**src/rtl/bin2bcd.sv**
```systemverilog
// ---------------------------------------------------------------------------
// bin2bcd
//
// Sequential binary-to-BCD converter using shift-and-add-3 (double dabble),
// one input bit per clock. A conversion of a BIN_W-bit value takes exactly
// BIN_W clock cycles. When start_en is tied to ~busy_o, conversions run
// back-to-back with a period of BIN_W+1 cycles.
//
// Ports:
//   clk       in   rising-edge system clock
//   rst_n     in   asynchronous active-low reset
//   start_en  in   start request, sampled only while idle
//   busy_o    out  high while a conversion is in progress
//   bin_i     in   unsigned binary operand [BIN_W-1:0], captured at start
//   bcd_o     out  packed BCD result [4*BCD_DIGITS-1:0], digit 0 in [3:0];
//                  updated only when a conversion completes
//
// Inputs that do not fit in BCD_DIGITS decimal digits wrap: any carry out of
// the top digit is dropped, so the result is BCD(bin mod 10^BCD_DIGITS).
// ---------------------------------------------------------------------------
module bin2bcd #(
  parameter int BIN_W      = 20,
  parameter int BCD_DIGITS = 6
) (
  input  logic                    clk,
  input  logic                    rst_n,
  input  logic                    start_en,
  output logic                    busy_o,
  input  logic [BIN_W-1:0]        bin_i,
  output logic [4*BCD_DIGITS-1:0] bcd_o
);

  localparam int BCD_W = 4 * BCD_DIGITS;
  localparam int CNT_W = $clog2(BIN_W + 1);

  // Counter value seen on the final iteration edge.
  localparam logic [CNT_W-1:0] LAST_ITER = CNT_W'(BIN_W - 1);

  typedef enum logic {
    IDLE = 1'b0,
    CONV = 1'b1
  } state_t;

  state_t             state_reg;
  logic [BIN_W-1:0]   shift_reg;   // remaining binary bits, MSB first
  logic [BCD_W-1:0]   acc_reg;     // BCD accumulator being built
  logic [BCD_W-1:0]   bcd_reg;     // last completed result
  logic [CNT_W-1:0]   cnt_reg;     // iterations done in this conversion
  logic               busy_reg;

  logic [BCD_W-1:0]   acc_adj;     // accumulator after add-3 correction
  logic [BCD_W-1:0]   acc_next;    // accumulator after correction + shift
  logic [BIN_W-1:0]   shift_next;

  // Per-digit add-3 correction. A digit >= 5 would become >= 10 after the
  // doubling shift; adding 3 first makes that doubling carry into the next
  // digit and leaves a valid 0..9 behind.
  generate
    for (genvar gi = 0; gi < BCD_DIGITS; gi++) begin : g_adj
      logic [3:0] digit;
      assign digit               = acc_reg[gi*4 +: 4];
      assign acc_adj[gi*4 +: 4]  = (digit >= 4'd5) ? (digit + 4'd3) : digit;
    end
  endgenerate

  // Shift {acc, shift} left by one. The bit leaving the top digit is the
  // decimal carry out of the result width and is deliberately discarded.
  assign acc_next   = (acc_adj << 1) | BCD_W'(shift_reg[BIN_W-1]);
  assign shift_next = shift_reg << 1;

  always_ff @(posedge clk or negedge rst_n) begin
    if (!rst_n) begin
      state_reg <= IDLE;
      shift_reg <= '0;
      acc_reg   <= '0;
      bcd_reg   <= '0;
      cnt_reg   <= '0;
      busy_reg  <= 1'b0;
    end else begin
      case (state_reg)
        IDLE: begin
          if (start_en) begin
            shift_reg <= bin_i;
            acc_reg   <= '0;
            cnt_reg   <= '0;
            busy_reg  <= 1'b1;
            state_reg <= CONV;
          end
        end

        CONV: begin
          acc_reg   <= acc_next;
          shift_reg <= shift_next;
          cnt_reg   <= cnt_reg + CNT_W'(1);
          if (cnt_reg == LAST_ITER) begin
            // Publish the fully shifted accumulator on the same edge that
            // performs the last iteration, so bcd_o is valid as busy drops.
            bcd_reg   <= acc_next;
            busy_reg  <= 1'b0;
            state_reg <= IDLE;
          end
        end

        default: begin
          state_reg <= IDLE;
          busy_reg  <= 1'b0;
        end
      endcase
    end
  end

  assign busy_o = busy_reg;
  assign bcd_o  = bcd_reg;

endmodule

```
**config.mk**
```make
export PLATFORM = sky130hd
export DESIGN_NAME = bin2bcd
export DESIGN_NICKNAME = d
export VERILOG_FILES = /design/src/rtl/bin2bcd.sv
export SDC_FILE = /design/constraint.sdc
export NUM_CORES = 1
export LEC_CHECK = 0
export ABC_AREA = 1
export CAP_MARGIN = 10
export CORE_UTILIZATION = 45
export DETAILED_ROUTE_END_ITERATION = 6
export PLACE_DENSITY = 0.74
export SLEW_MARGIN = 30
export SYNTH_ARGS = -nofsm -noshare
export SYNTH_HDL_FRONTEND = slang
export SYNTH_SLANG_ARGS = --single-unit
```
**constraint.sdc**
```tcl
create_clock -name clk -period 1.7 [get_ports clk]
set_input_delay 0.17 -clock clk [delete_from_list [all_inputs] [get_ports clk]]
set_output_delay 0.17 -clock clk [all_outputs]
set_load 0.05 [all_outputs]
```
== Yosys cells after proc, flatten, opt, wreduce, memory -nomap -nowiden ==
Cells that the tools add are included.

* Register bits after elaboration: 75
* Bits in latches: 0
* Bits in writable memories: 0
* Memory bits (read-only): 0
* Bits of input ports: 23
* Output and inout bits: 25
* Word-level logic and storage cells: 44
* Memories: 0

* Add/sub/neg operators: 7
* $mul: 0
* Div/mod/pow operators: 0
* Order comparisons: 6
* Equality and inequality tests: 3
* Shift-type cells: 0
* Mux-type cells: 18
* Bitwise gates (word level): 2
* Reductions and logical operators: 2

{| class="wikitable"
|+ Operator list
! kind !! number
|-
| one-hot mux 24 bit (2 select lines) || 1
|-
| one-hot mux 20 bit (2 select lines) || 1
|-
| >= comparator 4 x 3 -> 1 bit, second input constant || 6
|-
| two-way mux 24 bit || 1
|-
| bitwise OR 24 x 1 -> 24 bit || 1
|-
| adder 4 x 2 -> 4 bit, second input constant || 5
|-
| two-way mux 20 bit || 1
|-
| two-way mux 4 bit || 5
|-
| one-hot mux 5 bit (2 select lines) || 1
|-
| adder 5 x 1 -> 5 bit, second input constant || 1
|-
| == test 5 bit, second input constant || 1
|-
| two-way mux 5 bit || 1
|-
| two-way mux 1 bit || 4
|-
| one-hot mux 1 bit (2 select lines) || 2
|-
| AND reduction 2 bit || 2
|-
| adder 3 x 2 -> 3 bit, second input constant || 1
|-
| two-way mux 3 bit || 1
|-
| inequality test 2 x 1 -> 1 bit, second input constant || 1
|-
| inequality test 2 bit, second input constant || 1
|-
| inverter 1 bit || 1
|}

== Depth between registers and ports, before layout ==
* Depth after elaboration: 4
* Mapped depth: 8
* Mapped depth without buffers: 8

== Worst setup path after synthesis ==
No wires, ideal clock.

* Kind: flip-flop to flip-flop
* Start point: register cnt_reg[0]
* End point: register bcd_reg[12] (netlist: bcd_o[12])
* Library setup time: 118 ps
* Arrival time: 1251 ps
* Required time: 1582 ps
* Slack: 331 ps
* Cell stages (with the launch flop): 8
* Path buffers: 1
* Clock period less this slack: 1369 ps
* Cell sequence: dfrtp_1 ha_1 nand2_2 nor3_4 inv_2 buf_6 nand2_1 nand2_1

* Cells in the longest elaborated chain, start to end: 2

{| class="wikitable"
|+ RTL lines
! element !! line !! source
|-
| start, declared || 48 || <nowiki>logic [CNT_W-1:0] cnt_reg;</nowiki>
|-
| start signal, assigned || 94 || <nowiki>cnt_reg <= cnt_reg + CNT_W'(1);</nowiki>
|-
| == test 5 bit || 95 || <nowiki>if (cnt_reg == LAST_ITER) begin</nowiki>
|-
| AND reduction 2 bit (no line) || -- ||
|-
| end signal, assigned || 98 || <nowiki>bcd_reg <= acc_next;</nowiki>
|-
| end, declared || 47 || <nowiki>logic [BCD_W-1:0] bcd_reg;</nowiki>
|}

Every way passes these cells.
A chain may end at the register's enable or synchronous reset.

== Final worst setup path ==
* Start point: register busy_reg (netlist: busy_o)
* End point: output port busy_o

{| class="wikitable"
|+ RTL lines
! element !! line !! source
|-
| start, declared || 49 || <nowiki>logic busy_reg;</nowiki>
|-
| start signal, assigned || 78 || <nowiki>busy_reg <= 1'b0;</nowiki>
|-
| start signal, assigned || 86 || <nowiki>busy_reg <= 1'b1;</nowiki>
|-
| start signal, assigned || 99 || <nowiki>busy_reg <= 1'b0;</nowiki>
|-
| end, declared || 28 || <nowiki>output logic busy_o,</nowiki>
|}

No word-level cell between the ends.

==> impl_metrics.csv <==
group,metric,value,unit
outcome,status,"finished clean",
final_layout,area_growth_syn_to_layout,23.5,%
synth,synth_top_area_frac,0.518,
setup_path,slowest_delay,0.54,ns
sta,grt_setup_unrepaired,"no",
worst_hold_path,min_path_type,"in -> async",
cts,h-tree-depth,3,
routing,totalWireLength,7.57,mm
synth,ys_warn_count,0,
routing,first_pass_iters,4,
routing,drtAntennaViolNets,0,
die,coreArea,7770,um2
sta,tightest_slew,0.562,ns
die,num_rows,32,
sta,max_freq,697,MHz
global_route,grt_usage,0.206,
cts,ctsRootBufferMaster,"clkbuf_8",
final_layout,antenna-diode-count,0,
routing,drc,0,
placed_design,place_ws,0.259,ns
sta,fin_skew,0.00840,ns
final_layout,drive_above_1_share,0.0723,
global_route,grt_max_degree,32,
synth,ys_seq_area_frac,0.518,
sta,slew-limit-headroom,0.625,
setup_path,start_kind,"register",
setup_path,startpoint,"busy_o",
die,die_area,8420,um2
placed_design,hpwlAfterDp,5.28,mm
global_route,grt_pass1_vias,3162,
pwr,power.density,1980,nW/um2
cts,clk_pin_slew,0.07,ns
final_layout,fin_nets,529,
sta,final.min_clock_period,1.43,ns
sta,setup_viol,0,
cts,cts_buffers,9,
die,chipWidth,91.7,um
synth,syn_avg_cell_area,8.25,um2
placed_design,io_buffer_count,47,
cts,cts_buffer_depth,2,
routing,wl_per_cell,12.6,um
setup_path,crit_arrival,1.26,ns
sta,drv_slew,0,
setup_path,crit_path_top_delay_cell,"dlygate4sd2_1",
routing,drt-initial-drc-count,191,
global_route,grt_pass1_wl,13.8,mm
final_layout,stdcell_count,600,
synth,synth_top_cell_by_area,"dfrtp_1",
final_layout,fin_area,4470,um2
placed_design,postPlaceCellArea,4220,um2
placed_design,dp_cells,583,
sta,fin_crit_sh,0.844,
routing,via_count,3116,
setup_path,crit_chain,"dlygate4sd2_1",
die,die_y,91.7,um
setup_path,critPathCaptureType,"output pin",
synth,syn_area,3620,um2
placed_design,finalWeightedCongestion,0.850,
global_route,grt_overflow,0,
routing,viasPerCell,5.19,
global_route,antenna_found_initial,0,
pwr,p_leak,0.00241,uW
setup_path,cp_max_fo,2,
synth,synth_cell_types,21,
synth,ys_top_cells_by_area,"dfrtp_1, nand2_1, nand3_1, inv_1, ha_1",
cts,cts_sinks,75,
sta,fin_ws,0.266,ns
cts,cts_tree,"built",
synth,syn_nets,475,
sta,tns,0,ns
die,design.portCount,48,
synth,netlist_instances,439,
setup_path,path_class,"reg -> out",
die,start_util,0.466,
cts,clk-insertion-delay-late,0.35,ns
job,cap_violations,0,
pwr,vdd_drop_max,0.000655,V
setup_path,critPathRequiredTime,1.53,ns
setup_path,path_delay_family,"buffers and inverters",
sta,finalHoldViolCount,0,
setup_path,critPathBufInv,1,
synth,ys_seq_elements,75,
setup_path,r2r_start,"cnt_reg[0]",
-- through the flow --
step,power [uW],util,hold slack (ns)
2_1_floorplan,6210,-,-0.126
3_3_place_gp,7280,0.543,0.179
3_5_place_dp,7470,0.543,0.195
4_1_cts,8920,0.571,0.351
5_1_grt,9580,0.576,0.392
6_report,8840,0.576,0.344
-- routing by layer --
layer  track usage  up-vias  part of all wire
li1              -     1538                 -
met1         0.249     1466              0.45
met2         0.352       95              0.48
met3        0.0564       17             0.049
met4        0.0716        0             0.016
met5             0        -                 0
-- Yosys cell counts, drive strengths merged --
library cell and instances:
a21boi 6, a21oi 1, a22o 1, buf 9, clkbuf 6, dfrtp 75, ha 13, inv 49
nand2 176, nand3 51, nand4 14, nor2 4, nor3 1, o211ai 8, o21ai 16, o221ai 8
o22ai 1
-- placed cells by master (no fill, tap or decap), types with 6 or more instances in the layout --
master and count:
a21boi_0 6, buf_4 13, clkbuf_8 12, clkdlybuf4s50_1 21, dfrtp_1 75, dlymetal6s2s_1 16
ha_1 13, inv_1 47, nand2_1 175, nand3_1 51, nand4_1 14, o211ai_1 8
o21ai_0 16, o221ai_1 8
-- report_power, final --
part           total (uW)  internal [uW]  leakage, uW  switching [uW]
Clock                1440            793     0.000108             651
Sequential           3130           2570     0.000932             555
Combinational        4270           1440      0.00137            2830
-- cell families (layout without fill, tap and decap cells) --
family / after synthesis / in the layout / share of synthesized area
simple gates: 246 / 246 / 0.286
flops: 75 / 75 / 0.518
buf+inv: 64 / 123 / 0.0749
compound gates: 41 / 41 / 0.0760
fa+ha+maj: 13 / 13 / 0.0449
-- final cells by class --
cell class	instances	area, um2
inverter	49	184
timing repair buffer	58	598
clock inverter	4	47.5
fill	712	3290
clock buffer	12	165
multi-input combinational	300	1480
sequential	75	1880
tap	102	128
-- path summary, 6_finish.rpt --
path                                endpoint  slack (ns)  cells past startpoint
worst max-delay path                  busy_o        0.27                      1
worst min-delay path               bcd_o[18]        0.34                      2
worst max register to register      bcd_o[0]        0.27                      6
worst min register to register     bcd_o[19]        0.47                      2
max in group asynchronous        acc_reg[22]        0.79                      3
min in group clk                shift_reg[0]        0.39                      3
-- what timing repair did --
item / 4_1_cts / 5_1_grt
hold buffers: 1 / 0
pin swaps: 0 / 0
endpoints found under the hold margin: 20 / 0
buffers inserted: 0 / 0
gates resized for setup: 4 / 16
endpoints found under the setup margin: 4 / 16
No activity file was read; power rests on OpenSTA's default activity.
